**config.mk**
```make
export PLATFORM = sky130hd
export DESIGN_NAME = idu_alu_iq
export DESIGN_NICKNAME = d
export VERILOG_FILES = /design/src/rtl/idu_alu_iq_pkg.sv /design/src/rtl/idu_alu_iq_entry.sv /design/src/rtl/idu_alu_iq.sv
export SDC_FILE = /design/constraint.sdc
export NUM_CORES = 2
export LEC_CHECK = 0
export CAP_MARGIN = 20
export CORE_MARGIN = 3
export CORE_UTILIZATION = 55
export CTS_CLUSTER_SIZE = 20
export DETAILED_ROUTE_END_ITERATION = 7
export MAX_ROUTING_LAYER = met4
export PLACE_DENSITY_LB_ADDON = 0.25
export SKIP_CTS_REPAIR_TIMING = 1
export SLEW_MARGIN = 20
export SYNTH_ARGS = -nofsm -noshare
export SYNTH_HDL_FRONTEND = slang
export SYNTH_SLANG_ARGS = --single-unit
```
**constraint.sdc**
```tcl
create_clock -name clk -period 5.58 [get_ports clk]
set_input_delay 1.395 -clock clk [delete_from_list [all_inputs] [get_ports clk]]
set_output_delay 1.395 -clock clk [all_outputs]
set_load 0.01 [all_outputs]
```
**src/rtl/idu_alu_iq_pkg.sv**
```systemverilog
// Shared types, widths and opcode constants for the ALU issue queue.
package idu_alu_iq_pkg;

   localparam int unsigned IID_W  = 4;
   localparam int unsigned PREG_W = 6;
   localparam int unsigned XLEN   = 64;

   localparam logic [6:0] R_ALU64 = 7'b0110011;
   localparam logic [6:0] R_ALU32 = 7'b0111011;
   localparam logic [6:0] I_ALU64 = 7'b0010011;
   localparam logic [6:0] I_ALU32 = 7'b0011011;
   localparam logic [6:0] U_AUIPC = 7'b0010111;
   localparam logic [6:0] U_LUI   = 7'b0110111;

   typedef struct packed {
      logic              vld;
      logic              rdy;
      logic [PREG_W-1:0] preg;
      logic [XLEN-1:0]   value;
   } src_t;

   typedef struct packed {
      logic              vld;
      logic [PREG_W-1:0] preg;
      logic [XLEN-1:0]   data;
   } wb_t;

   typedef struct packed {
      logic [IID_W-1:0]  iid;
      logic [6:0]        opcode;
      logic [6:0]        funct7;
      logic [2:0]        funct3;
      logic [XLEN-1:0]   pc;
      src_t              src1;
      src_t              src2;
      logic              pdst_vld;
      logic [PREG_W-1:0] pdst;
      logic              imm_vld;
      logic [XLEN-1:0]   imm;
   } iq_entry_t;

   typedef struct packed {
      logic [IID_W-1:0]  iid;
      logic [6:0]        opcode;
      logic [6:0]        funct7;
      logic [2:0]        funct3;
      logic [XLEN-1:0]   pc;
      logic              psrc1_vld;
      logic [XLEN-1:0]   psrc1_value;
      logic              psrc2_vld;
      logic [XLEN-1:0]   psrc2_value;
      logic              pdst_vld;
      logic [PREG_W-1:0] pdst;
      logic              imm_vld;
      logic [XLEN-1:0]   imm;
   } iss_t;

   // Resolve a pending source against both writeback buses; ALU bus wins a tie.
   function automatic src_t src_wake(input src_t s, input wb_t alu, input wb_t lsu);
      src_t r;
      r = s;
      if (s.vld && !s.rdy) begin
         if (alu.vld && (alu.preg == s.preg)) begin
            r.rdy   = 1'b1;
            r.value = alu.data;
         end else if (lsu.vld && (lsu.preg == s.preg)) begin
            r.rdy   = 1'b1;
            r.value = lsu.data;
         end
      end
      return r;
   endfunction

endpackage

```
**src/rtl/idu_alu_iq_entry.sv**
```systemverilog
// One issue-queue slot: payload storage, source ready bits and writeback capture.
module idu_alu_iq_entry
   import idu_alu_iq_pkg::*;
(
   input  logic      clk,
   input  logic      rst_clk,
   input  logic      flush,
   input  logic      wr_en,
   input  logic      clr,
   input  iq_entry_t wr_data,
   input  wb_t       alu_wb,
   input  wb_t       lsu_wb,
   output logic      rdy,
   output iss_t      pay
);

   logic      vld_q;
   iq_entry_t ent_q;
   iq_entry_t ent_wake;
   iq_entry_t wr_wake;

   // Wakeup applies both to the resident payload and to a same-cycle write.
   always_comb begin
      ent_wake      = ent_q;
      ent_wake.src1 = src_wake(ent_q.src1, alu_wb, lsu_wb);
      ent_wake.src2 = src_wake(ent_q.src2, alu_wb, lsu_wb);
      wr_wake       = wr_data;
      wr_wake.src1  = src_wake(wr_data.src1, alu_wb, lsu_wb);
      wr_wake.src2  = src_wake(wr_data.src2, alu_wb, lsu_wb);
   end

   always_ff @(posedge clk or negedge rst_clk) begin
      if (!rst_clk) begin
         vld_q <= 1'b0;
         ent_q <= '0;
      end else if (flush) begin
         vld_q <= 1'b0;
      end else if (wr_en) begin
         vld_q <= 1'b1;
         ent_q <= wr_wake;
      end else if (clr) begin
         vld_q <= 1'b0;
      end else if (vld_q) begin
         ent_q <= ent_wake;
      end
   end

   always_comb begin
      rdy             = ent_q.src1.rdy & ent_q.src2.rdy;
      pay             = '0;
      pay.iid         = ent_q.iid;
      pay.opcode      = ent_q.opcode;
      pay.funct7      = ent_q.funct7;
      pay.funct3      = ent_q.funct3;
      pay.pc          = ent_q.pc;
      pay.psrc1_vld   = ent_q.src1.vld;
      pay.psrc1_value = ent_q.src1.value;
      pay.psrc2_vld   = ent_q.src2.vld;
      pay.psrc2_value = ent_q.src2.value;
      pay.pdst_vld    = ent_q.pdst_vld;
      pay.pdst        = ent_q.pdst;
      pay.imm_vld     = ent_q.imm_vld;
      pay.imm         = ent_q.imm;
   end

endmodule

```
**src/rtl/idu_alu_iq.sv**
```systemverilog
// In-order ALU issue queue: buffers dispatched ops, wakes sources from writeback, issues the head.
module idu_alu_iq
   import idu_alu_iq_pkg::*;
#(
   parameter int unsigned DEPTH = 4,
   parameter int unsigned PTR_W = 2
) (
   input  logic              clk,
   input  logic              rst_clk,
   input  logic              rtu_global_flush,
   input  logic              dis_iq_vld,
   input  logic [IID_W-1:0]  dis_iq_iid,
   input  logic [6:0]        dis_iq_opcode,
   input  logic [6:0]        dis_iq_funct7,
   input  logic [2:0]        dis_iq_funct3,
   input  logic [XLEN-1:0]   dis_iq_pc,
   input  logic              dis_iq_psrc1_vld,
   input  logic              dis_iq_psrc1_rdy,
   input  logic [PREG_W-1:0] dis_iq_psrc1_preg,
   input  logic [XLEN-1:0]   dis_iq_psrc1_value,
   input  logic              dis_iq_psrc2_vld,
   input  logic              dis_iq_psrc2_rdy,
   input  logic [PREG_W-1:0] dis_iq_psrc2_preg,
   input  logic [XLEN-1:0]   dis_iq_psrc2_value,
   input  logic              dis_iq_pdst_vld,
   input  logic [PREG_W-1:0] dis_iq_pdst,
   input  logic              dis_iq_imm_vld,
   input  logic [XLEN-1:0]   dis_iq_imm,
   output logic              iq_dis_full,
   input  logic              exu_idu_rf_alu_wb_vld,
   input  logic [PREG_W-1:0] exu_idu_rf_alu_wb_preg,
   input  logic [XLEN-1:0]   exu_idu_rf_alu_wb_data,
   input  logic              exu_idu_rf_lsu_wb_vld,
   input  logic [PREG_W-1:0] exu_idu_rf_lsu_wb_preg,
   input  logic [XLEN-1:0]   exu_idu_rf_lsu_wb_data,
   output logic              idu_exu_alu_vld,
   output logic [IID_W-1:0]  idu_exu_alu_iid,
   output logic [6:0]        idu_exu_alu_opcode,
   output logic [6:0]        idu_exu_alu_funct7,
   output logic [2:0]        idu_exu_alu_funct3,
   output logic [XLEN-1:0]   idu_exu_alu_pc,
   output logic              idu_exu_alu_psrc1_vld,
   output logic [XLEN-1:0]   idu_exu_alu_psrc1_value,
   output logic              idu_exu_alu_psrc2_vld,
   output logic [XLEN-1:0]   idu_exu_alu_psrc2_value,
   output logic              idu_exu_alu_pdst_vld,
   output logic [PREG_W-1:0] idu_exu_alu_pdst,
   output logic              idu_exu_alu_imm_vld,
   output logic [XLEN-1:0]   idu_exu_alu_imm
);

   logic [PTR_W-1:0] head_q;
   logic [PTR_W-1:0] tail_q;
   logic [PTR_W:0]   count_q;
   logic             full;
   logic             enq;
   logic             issue_en;
   wb_t              alu_wb;
   wb_t              lsu_wb;
   iq_entry_t        dis_ent;
   iss_t             iss;
   logic [DEPTH-1:0] ent_rdy;
   iss_t             ent_pay [DEPTH];

   assign alu_wb = '{vld: exu_idu_rf_alu_wb_vld, preg: exu_idu_rf_alu_wb_preg,
                     data: exu_idu_rf_alu_wb_data};
   assign lsu_wb = '{vld: exu_idu_rf_lsu_wb_vld, preg: exu_idu_rf_lsu_wb_preg,
                     data: exu_idu_rf_lsu_wb_data};

   assign full        = (count_q == (PTR_W+1)'(DEPTH));
   assign iq_dis_full = full;
   assign enq         = dis_iq_vld & ~full & ~rtu_global_flush;
   assign issue_en    = (count_q != '0) & ent_rdy[head_q] & ~rtu_global_flush;

   // Unused sources enter as ready with a zero value so they never gate issue.
   always_comb begin
      dis_ent             = '0;
      dis_ent.iid         = dis_iq_iid;
      dis_ent.opcode      = dis_iq_opcode;
      dis_ent.funct7      = dis_iq_funct7;
      dis_ent.funct3      = dis_iq_funct3;
      dis_ent.pc          = dis_iq_pc;
      dis_ent.src1.vld    = dis_iq_psrc1_vld;
      dis_ent.src1.rdy    = ~dis_iq_psrc1_vld | dis_iq_psrc1_rdy;
      dis_ent.src1.preg   = dis_iq_psrc1_preg;
      dis_ent.src1.value  = dis_iq_psrc1_vld ? dis_iq_psrc1_value : '0;
      dis_ent.src2.vld    = dis_iq_psrc2_vld;
      dis_ent.src2.rdy    = ~dis_iq_psrc2_vld | dis_iq_psrc2_rdy;
      dis_ent.src2.preg   = dis_iq_psrc2_preg;
      dis_ent.src2.value  = dis_iq_psrc2_vld ? dis_iq_psrc2_value : '0;
      dis_ent.pdst_vld    = dis_iq_pdst_vld;
      dis_ent.pdst        = dis_iq_pdst;
      dis_ent.imm_vld     = dis_iq_imm_vld;
      dis_ent.imm         = dis_iq_imm;
   end

   for (genvar i = 0; i < DEPTH; i++) begin : g_ent
      idu_alu_iq_entry u_entry (
         .clk     (clk),
         .rst_clk (rst_clk),
         .flush   (rtu_global_flush),
         .wr_en   (enq && (tail_q == PTR_W'(i))),
         .clr     (issue_en && (head_q == PTR_W'(i))),
         .wr_data (dis_ent),
         .alu_wb  (alu_wb),
         .lsu_wb  (lsu_wb),
         .rdy     (ent_rdy[i]),
         .pay     (ent_pay[i])
      );
   end

   always_ff @(posedge clk or negedge rst_clk) begin
      if (!rst_clk) begin
         head_q  <= '0;
         tail_q  <= '0;
         count_q <= '0;
      end else if (rtu_global_flush) begin
         head_q  <= '0;
         tail_q  <= '0;
         count_q <= '0;
      end else begin
         if (enq)      tail_q <= tail_q + PTR_W'(1);
         if (issue_en) head_q <= head_q + PTR_W'(1);
         count_q <= count_q + (PTR_W+1)'(enq) - (PTR_W+1)'(issue_en);
      end
   end

   // Issue payload comes only from registered head state, zeroed when not issuing.
   assign iss = issue_en ? ent_pay[head_q] : '0;

   assign idu_exu_alu_vld         = issue_en;
   assign idu_exu_alu_iid         = iss.iid;
   assign idu_exu_alu_opcode      = iss.opcode;
   assign idu_exu_alu_funct7      = iss.funct7;
   assign idu_exu_alu_funct3      = iss.funct3;
   assign idu_exu_alu_pc          = iss.pc;
   assign idu_exu_alu_psrc1_vld   = iss.psrc1_vld;
   assign idu_exu_alu_psrc1_value = iss.psrc1_value;
   assign idu_exu_alu_psrc2_vld   = iss.psrc2_vld;
   assign idu_exu_alu_psrc2_value = iss.psrc2_value;
   assign idu_exu_alu_pdst_vld    = iss.pdst_vld;
   assign idu_exu_alu_pdst        = iss.pdst;
   assign idu_exu_alu_imm_vld     = iss.imm_vld;
   assign idu_exu_alu_imm         = iss.imm;

endmodule

```
==> flow_metrics.env <==
export IMPL_status="finished, final reports clean"
export IMPL_max_slew_margin_pct=20.35
export IMPL_max_clock_freq_mhz=188.0
export IMPL_cts_buffer_depth=3
export IMPL_std_cell_rows=131
export IMPL_clkTransAtPathRegs_ns=0.06
export IMPL_drive_above_1_share_pct=13.15
export IMPL_cts_tree="built"
export IMPL_hold_viol_final=0
export IMPL_grt_pass1_vias=67050
export IMPL_power_density_nw_per_um2=436.1
export IMPL_finalPower_w=0.03698
export IMPL_io_pins=736
export IMPL_stdcell_area_um2=84810
export IMPL_setup_viol_count_final=0
export IMPL_finalSetupTns_ns=0
export IMPL_synthFlopType="dfrtp_1"
export IMPL_post_drt_wl_per_cell_um=28.82
export IMPL_synth_warnings=0
export IMPL_die_h_um=365.8
export IMPL_via_per_inst=6.776
export IMPL_syn_nets=8106
export IMPL_first_iter_violations=9163
export IMPL_yosys_top_cells_area="dfrtp_1 (43%), nand2_1 (12%), mux4_2 (9.1%)"
export IMPL_dpl_cell_area_um2=79870
export IMPL_finClkSkew_ns=0.04792
export IMPL_die_area_um2=133800
export IMPL_grt_util_all_layers_pct=42.27
export IMPL_cp_max_fo=119
export IMPL_fin_nets=8342
export IMPL_synth_top_area_cell="dfrtp_1"
export IMPL_die_w_um=365.8
export IMPL_rsz0062_at_grt="false"
export IMPL_maxCapViolCount=0
export IMPL_cp_startpoint="head_q[1]"
export IMPL_totalWireLength_um=282300
export IMPL_hold_class="flop to flop"
export IMPL_avgSynthCellArea_um2=9.310
export IMPL_crit_chain="buf_12 -> buf_4 -> mux4_2 -> and2_1 -> clkdlybuf4s50_1"
export IMPL_r2r_start="head_q[1]"
export IMPL_cp_required_ns=4.18
export IMPL_vias=66380
export IMPL_fin_crit_sh_pct=95.31
export IMPL_crit_path_end_kind="primary output"
export IMPL_startpoint_type="flop"
export IMPL_ys_seq_area_share_pct=42.70
export IMPL_slew_violations=0
export IMPL_worst_pin_slew_ns=1.195
export IMPL_port_buffers=735
export IMPL_cpMaxStageDelayCell="buf_4"
export IMPL_syn_area_um2=71200
export IMPL_leakagePower_nw=38.94
export IMPL_drc=0
export IMPL_synth_top_cell_area_share_pct=42.70
export IMPL_start_util_pct=55.62
export IMPL_dr_pass1_iters=7
export IMPL_overflow=0
export IMPL_ys_seq_elements=1215
export IMPL_clock_root_buffer="clkbuf_16"
export IMPL_ant_nets=0
export IMPL_timing_final_crit_period_ns=5.318
export IMPL_hpwl_um=166800
export IMPL_synth_edff_count=0
export IMPL_synthCells=7648
export IMPL_critical_path_max_stage_delay_ns=0.93
export IMPL_core_um2=128000
export IMPL_htreeDepth=4
export IMPL_grt_pass1_wl_um=421800
export IMPL_area_growth_pct=19.10
export IMPL_grt_start_max_net_pins=149
export IMPL_min_from="g_ent[1].u_entry.pay[283]"
export IMPL_ys_types=62
export IMPL_cts_sinks=1215
export IMPL_gp_congestion=0.9475
export IMPL_critPathKind="flop to primary output"
export IMPL_synthArstFlopShare_pct=100.0
export IMPL_cp_data_arrival_time_ns=3.92
export IMPL_antenna_found_initial=74
export IMPL_cts_made_buffers=139
export IMPL_peakVddDrop_mv=0.5170
export IMPL_worstSkewPairLatency_ns=0.77
## registers in the layout, indices dropped and copies added (netlist names)
register / flops
g_ent.u_entry.pay: 1148
head_q: 2
g_ent.u_entry.ent_q: 56
g_ent.u_entry.vld_q: 4
count_q: 3
tail_q: 2
## layer usage
| layer | up-vias | track usage (%) | wire length [um] |
|---|---|---|---|
| met5 | - | - | 0 |
| met4 | 0 | 26.82 | 20760 |
| met3 | 1474 | 15.45 | 40920 |
| met2 | 5430 | 60.34 | 123100 |
| met1 | 32270 | 50.67 | 97550 |
| li1 | 27210 | - | - |
## per-stage QoR
stage	instances	setup slack (ns)	hold slack, ns	utilization [%]
finish	9797	0.2618	0.4680	66.25
global placement	9470	0.8203	0.4513	62.39
detailed placement	9470	0.7940	0.4570	62.39
global route	9794	0.2012	0.4828	66.24
CTS	9721	0.2677	0.4718	66.08
floorplan	7648	1.691	0.4403	-
## final timing paths
kind,end,slack [ns],depth (start not counted)
setup / recovery,idu_exu_alu_pc[61],0.26,5
hold / removal,g_ent[1].u_entry.pay[283],0.47,2
setup reg to reg,g_ent[2].u_entry.pay[170],1.64,8
hold reg to reg,g_ent[1].u_entry.pay[283],0.47,2
max in group asynchronous,g_ent[3].u_entry.pay[220],3.82,3
min in group asynchronous,g_ent[0].u_entry.pay[91],0.60,1
## Yosys cell counts (all sizes together) (58+ instances only)
| cell | n |
|---|---|
| nand2 | 2210 |
| dfrtp | 1215 |
| clkbuf | 640 |
| mux2i | 501 |
| and2 | 363 |
| mux4 | 288 |
| a21oi | 282 |
| o21ai | 275 |
| o22ai | 252 |
| mux2 | 221 |
| nor2 | 219 |
| buf | 176 |
| a21o | 151 |
| a211oi | 150 |
| nand3 | 101 |
| a31o | 77 |
| a32oi | 73 |
| xnor2 | 67 |
| o211ai | 58 |
## cell families after synthesis
family | after synthesis | synth area share, %
adders and majority gates | 11 | 0.2038
buffers and inverters | 831 | 4.744
muxes | 1010 | 19.65
DFF | 1215 | 42.70
AOI/OAI and AO/OA | 1454 | 13.48
and+or+nand+nor | 3003 | 17.70
xor gates and xnor gates | 124 | 1.525
## cell usage in the layout, fill, tap and decap left out, types with 31 or more instances in the layout
| cell type | count |
|---|---|
| a211oi_1 | 146 |
| a21o_1 | 151 |
| mux2_2 | 221 |
| clkdlybuf4s50_1 | 733 |
| or3_1 | 39 |
| clkbuf_16 | 140 |
| buf_4 | 109 |
| mux2i_1 | 501 |
| a32oi_1 | 73 |
| a21oi_1 | 281 |
| xor2_1 | 57 |
| mux4_2 | 288 |
| nand3_1 | 94 |
| diode_2 | 74 |
| xnor2_1 | 67 |
| nor2_1 | 213 |
| a41o_1 | 35 |
| buf_12 | 65 |
| o211ai_1 | 58 |
| nand2_1 | 2204 |
| clkbuf_8 | 31 |
| dfrtp_1 | 1213 |
| a31o_2 | 77 |
| o21ai_1 | 60 |
| and2_1 | 357 |
| o21ai_0 | 215 |
| o22ai_1 | 252 |
## cell type report
class / instances / area, um2
multi-input cells: 5602 / 37760
clock buffers: 198 / 4031
fillers: 9946 / 43210
repair buffers: 911 / 9512
flip-flops and latches: 1215 / 30410
inverters: 15 / 56.30
clock inverters: 53 / 685.7
well taps: 1729 / 2163
diodes: 74 / 185.2
## where the power goes
part	total (W)	switching (W)	internal, W
Sequential	0.0145	0.00208	0.0124
Clock	0.00949	0.00406	0.00543
Combinational	0.0130	0.00707	0.00596
Total	0.0370	0.0132	0.0238
## critical path: cells and delay by family (launching register included)
kind                   cells  cell delay [ns]
and+or+nand+nor            1             0.18
muxes                      1             0.46
buffers and inverters      3             2.06
DFF                        1             0.43
Note: power is estimated with default switching activity, not from simulation.
